[config.mk]
export PLATFORM = sky130hd
export DESIGN_NAME = luhn_entry_controller
export DESIGN_NICKNAME = d
export VERILOG_FILES = /design/src/rtl/luhn_pkg.sv /design/src/rtl/luhn_step.sv /design/src/rtl/luhn_entry_controller.sv
export SDC_FILE = /design/constraint.sdc
export NUM_CORES = 1
export LEC_CHECK = 0
export BUFFER_PORTS_ARGS = -buffer_cell sky130_fd_sc_hd__buf_2
export CORE_ASPECT_RATIO = 0.8
export CORE_MARGIN = 4
export CORE_UTILIZATION = 33
export DETAILED_ROUTE_END_ITERATION = 8
export PLACE_DENSITY = 0.6
export SYNTH_ARGS = -nofsm -noshare
export SYNTH_HDL_FRONTEND = slang
export SYNTH_SLANG_ARGS = --single-unit
[constraint.sdc]
create_clock -name CLOCK_50 -period 7.9 [get_ports CLOCK_50]
set_input_delay 0.395 -clock CLOCK_50 [delete_from_list [all_inputs] [get_ports CLOCK_50]]
set_output_delay 0.395 -clock CLOCK_50 [all_outputs]
set_load 0.02 [all_outputs]
[src/rtl/luhn_pkg.sv]
// Shared types and helpers for the card-number entry / Luhn check block.
// Holds the FSM state enum, default capacity, key polarity and one-hot decode.
package luhn_pkg;

   typedef enum logic [1:0] {
      ENTRY,
      CHECK,
      DONE
   } state_t;

   localparam int DEF_MAX_DIGITS = 16;

   // Converter keys are active-low levels
   localparam logic KEY_ON  = 1'b0;
   localparam logic KEY_OFF = 1'b1;

   // Returns {valid, bcd}; valid only when exactly one bit is set
   function automatic logic [4:0] onehot_to_bcd(input logic [9:0] oh);
      logic [3:0] bcd;
      int unsigned n;
      bcd = '0;
      n   = 0;
      for (int k = 0; k < 10; k++) begin
         if (oh[k]) begin
            n++;
            bcd = 4'(k);
         end
      end
      return {(n == 1), bcd};
   endfunction

endpackage

[src/rtl/luhn_step.sv]
// One Luhn accumulation step: acc_next = (acc + term(d, odd)) mod 10.
// Ports: d, odd (doubling position), acc in; acc_next out. Purely combinational.
module luhn_step (
   input  logic [3:0] d,
   input  logic       odd,
   input  logic [3:0] acc,
   output logic [3:0] acc_next
);

   logic [4:0] dbl;
   logic [4:0] term;
   logic [4:0] sum;

   always_comb begin
      dbl  = {d, 1'b0};
      term = {1'b0, d};
      if (odd) begin
         // Doubled digit folded back to its digit sum
         term = (dbl > 5'd9) ? dbl - 5'd9 : dbl;
      end
      sum      = {1'b0, acc} + term;
      acc_next = (sum >= 5'd10) ? 4'(sum - 5'd10) : sum[3:0];
   end

endmodule

[src/rtl/luhn_entry_controller.sv]
// Card-number entry buffer with a one-digit-per-cycle Luhn checker.
// In: CLOCK_50, reset, number, shift, check_luhn, clear. Out: digits, digit_count, busy, done, luhn_valid, overflow.
module luhn_entry_controller
   import luhn_pkg::*;
#(
   parameter int MAX_DIGITS = DEF_MAX_DIGITS,
   parameter int CW         = $clog2(MAX_DIGITS + 1)
) (
   input  logic                    CLOCK_50,
   input  logic                    reset,
   input  logic [9:0]              number,
   input  logic                    shift,
   input  logic                    check_luhn,
   input  logic                    clear,
   output logic [4*MAX_DIGITS-1:0] digits,
   output logic [CW-1:0]           digit_count,
   output logic                    busy,
   output logic                    done,
   output logic                    luhn_valid,
   output logic                    overflow
);

   state_t state_q, state_n;

   logic                    shift_q, chk_q;
   logic [CW-1:0]           idx_q, idx_n;
   logic [3:0]              acc_q, acc_n;
   logic [4*MAX_DIGITS-1:0] digits_n;
   logic [CW-1:0]           count_n;
   logic                    busy_n, done_n, valid_n, ovf_n;

   logic       commit, req, full, last;
   logic [4:0] dec;
   logic [3:0] cur_d, acc_step;

   assign commit = (shift_q == KEY_OFF) && (shift == KEY_ON);
   assign req    = (chk_q == KEY_OFF) && (check_luhn == KEY_ON);
   assign dec    = onehot_to_bcd(number);
   assign full   = (digit_count == CW'(MAX_DIGITS));
   assign last   = (digit_count < CW'(2)) ||
                   (idx_q == digit_count - CW'(1));

   always_comb begin
      cur_d = '0;
      for (int k = 0; k < MAX_DIGITS; k++) begin
         if (idx_q == CW'(k)) cur_d = digits[4*k +: 4];
      end
   end

   luhn_step u_step (
      .d        (cur_d),
      .odd      (idx_q[0]),
      .acc      (acc_q),
      .acc_next (acc_step)
   );

   always_comb begin
      state_n  = state_q;
      idx_n    = idx_q;
      acc_n    = acc_q;
      digits_n = digits;
      count_n  = digit_count;
      busy_n   = busy;
      done_n   = done;
      valid_n  = luhn_valid;
      ovf_n    = overflow;

      unique case (state_q)
         ENTRY, DONE: begin
            if (clear) begin
               digits_n = '0;
               count_n  = '0;
               ovf_n    = 1'b0;
               done_n   = 1'b0;
               valid_n  = 1'b0;
               state_n  = ENTRY;
            end else begin
               if (commit && dec[4]) begin
                  if (full) begin
                     ovf_n = 1'b1;
                  end else begin
                     digits_n = {digits[4*MAX_DIGITS-5:0], dec[3:0]};
                     count_n  = digit_count + CW'(1);
                  end
                  done_n  = 1'b0;
                  valid_n = 1'b0;
                  state_n = ENTRY;
               end
               // CHECK reads the registered count, so a same-cycle commit is covered
               if (req) begin
                  idx_n   = '0;
                  acc_n   = '0;
                  busy_n  = 1'b1;
                  done_n  = 1'b0;
                  valid_n = 1'b0;
                  state_n = CHECK;
               end
            end
         end
         CHECK: begin
            acc_n = acc_step;
            idx_n = idx_q + CW'(1);
            if (last) begin
               busy_n  = 1'b0;
               done_n  = 1'b1;
               valid_n = (acc_step == 4'd0) &&
                         (digit_count >= CW'(2));
               state_n = DONE;
            end
         end
         default: state_n = ENTRY;
      endcase
   end

   always_ff @(posedge CLOCK_50) begin
      if (reset) begin
         state_q     <= ENTRY;
         shift_q     <= KEY_OFF;
         chk_q       <= KEY_OFF;
         idx_q       <= '0;
         acc_q       <= '0;
         digits      <= '0;
         digit_count <= '0;
         busy        <= 1'b0;
         done        <= 1'b0;
         luhn_valid  <= 1'b0;
         overflow    <= 1'b0;
      end else begin
         state_q     <= state_n;
         shift_q     <= shift;
         chk_q       <= check_luhn;
         idx_q       <= idx_n;
         acc_q       <= acc_n;
         digits      <= digits_n;
         digit_count <= count_n;
         busy        <= busy_n;
         done        <= done_n;
         luhn_valid  <= valid_n;
         overflow    <= ovf_n;
      end
   end

endmodule
==> metrics.md <==
| Metric | Value |
|---|---|
| Register area | 0.001722 mm^2 |
| H-tree depth | 3 |
| First-pass DRT Iterations | 5 |
| Hold crit path type | input port to register |
| Placement Setup Slack | 918.5 ps |
| CP max-delay cell | o31a_2 |
| Vias in the first global route | 4,428 |
| First-pass GRT wire length | 24,060 um |
| Final Max Tran Viols | 0 |
| Met3 Use GR | 3.230% |
| Drt initial violations | 400 |
| Fin Setup TNS | 0 ps |
| Worst slew pin tran | 908.2 ps |
| # setup viols final | 0 |
| Number of synthesis warnings | 0 |
| Total track usage | 14.97% |
| Fillcell total | 1,725 |
| Most used DFF post-synth | dfxtp_1 |
| ANT nets after route | 0 |
| Clock latency on the worst-skew pair | 340 ps |
| GR Layer Usage met1 | 22.77% |
| Root buffer cell | clkbuf_16 |
| Headroom to the max-slew limit | 39.45% |
| DRC | 0 |
| CTS tree | built |
| # IOs | 88 |
| Avg Vias per Cell | 5.350 |
| Async SR Flop Fraction | 0% |
| Register bit total from synthesis | 86 |
| Clock skew | 10.11 ps |
| Minimum clock period | 6601 ps |
| Crit path top cell by count | ha_1 |
| Critical Path Source Type | input port |
| Net count reported at finish | 720 |
| Status | finished, final reports clean |
| Hold_buf cts | 0 |
| Tcrit/Tclk final | 83.56% |
| Leak Pwr | 2.548 nW |
| Max IR drop VDD | 0.1038 mV |
| Worst Setup Path Type | input port to register |
| CP endpoint kind | register |
| Clock-pin slew on the worst setup and hold paths | 70 ps |
| Starting Density | 33.66% |
| Post-CTS setup buffers | 0 |
| PD cells | 186.5 mW/mm^2 |
| Die ar. | 0.01910 mm^2 |
| Drt total wl | 14,530 um |
| Via count | 4,842 |
| Layout cell share with drive strength beyond 1 | 21.46% |
| Resized Gates After CTS | 0 |
| Maxcap violations | 0 |
| CP Max Fanout | 38 |
| CTS sink cnt | 86 |
| GRT overflow | 0 |
| Commonest non-fill, non-tap cells in the layout | buf_2 (87), dfxtp_1 (86), a22o_1 (60) |
| Fin worst setup slack | 1299 ps |
| Diode count | 0 |
| Area of the core | 0.01661 mm^2 |
| Mapped Nets | 662 |
| Port Buf Inserts | 87 |
| Crit-path max cell delay | 600 ps |
| Fmax | 151.5 MHz |
| Post-DP HPWL | 10,730 um |
| Routability cong. | 0.8339 |
| Buffer depth of the longest clock path | 2 |
| Core Util, Final | 37.95% |
| Post-Synthesis Cells | 623 |
| Sequential share of the synthesized area | 30.80% |
| CP required | 8140 ps |
| Number of antenna violations at the first check in global routing | 0 |
| Post-Syn Area per Cell | 8.971 um^2 |
| Area grow syn2layout | 12.76% |
| Site row count | 42 |
| Most common cell after layout, fill and taps aside | buf_2 |
| Maximum number of pins on one net before global-route repair | 65 |
| Top Usage Layer GRT | met1 |
| Avg WL per Cell | 16.06 um |
| Synth cell types | 87 |
| Footprint of the multi-input gates | 0.003397 mm^2 |
| RSZ-0062 raised after global routing | false |
| Crit path DAT | 6840 ps |
| Routing usage on met2 | 21.58% |
| Die X-Extent | 153.5 um |
| Final hold vios | 0 |
| Post-Syn Area | 0.005589 mm^2 |
| Total CTS buffers | 9 |
| Die height | 124.4 um |
| EDFF count, synth | 0 |
-- worst max-delay path: cells and delay by family --
family                     cells  cell delay [ps]
adders and majority gates      8             2240
xor gates and xnor gates       3              510
and+or+nand+nor               10             1120
AOI/OAI and AO/OA              9             1920
buffers and inverters          5              630
-- sequential cells by signal (all words and copies together) (netlist names) --
name and cells:
idx_q 5, busy 1, shift_q 1, acc_q 4, done 1, luhn_valid 1, overflow 1, digit_count 5
digits 64, chk_q 1, state_q 2
-- per-layer routing --
| metal | routed length (um) | vias up |
|---|---|---|
| li1 | - | 2426 |
| met1 | 7589 | 2262 |
| met2 | 6005 | 139 |
| met3 | 798 | 15 |
| met4 | 136 | 0 |
| met5 | 0 | - |
-- path summary, 6_finish.rpt --
path / from / endpoint / slack [ps] / cells after the start
worst max-delay path: number[1] / digits[40] / 1300 / 35
worst min-delay path: check_luhn / chk_q / 250 / 2
worst max register to register: idx_q[0] / acc_q[2] / 1970 / 20
worst min register to register: acc_q[0] / acc_q[0] / 500 / 2
-- cell type report --
cell class | count | area share, %
clock buffers | 9 | 3.574
inverters | 32 | 1.946
repair buffers | 91 | 7.385
multi-input cells | 461 | 53.90
well taps | 220 | 4.368
clock inverters | 6 | 1.509
flip-flops and latches | 86 | 27.32
-- cells in the mapped netlist, types with 11 or more instances --
cell type	count	area share, %
a21oi_1	32	2.9
a22o_1	60	9.4
buf_8	13	3.5
clkbuf_1	20	1.3
dfxtp_1	86	31
ha_1	23	5.1
inv_1	28	1.9
nand2_1	53	3.6
nand3_1	11	0.98
nand3b_1	12	1.6
nor2_1	46	3.1
nor3_1	12	1.1
o21ai_0	22	2.0
xnor2_1	12	1.9
xor2_1	11	1.7
-- cell families after synthesis --
family	Yosys count	share of synthesized area (%)
buffers and inverters	76	8.596
xor gates and xnor gates	30	6.694
DFF	86	30.80
AOI/OAI and AO/OA	212	29.44
adders and majority gates	24	5.507
and+or+nand+nor	190	18.04
muxes	5	0.9179
-- through the flow --
step	area (um^2)	std cells	power [W]	hold WS [ps]
floorplan	5589	623	0.0006982	452.2
global placement	5982	890	0.0007225	468.8
detailed placement	5982	890	0.0007252	491.9
CTS	6302	905	0.001188	236.7
global route	6302	905	0.001237	244.4
finish	6302	905	0.001176	250.7
-- power by group --
| part | switching (W) | internal [W] |
|---|---|---|
| clock | 0.000184 | 0.000278 |
| sequential | 0.00000424 | 0.000437 |
| combinational | 0.000160 | 0.000112 |
(Power assumes the default switching activity.)
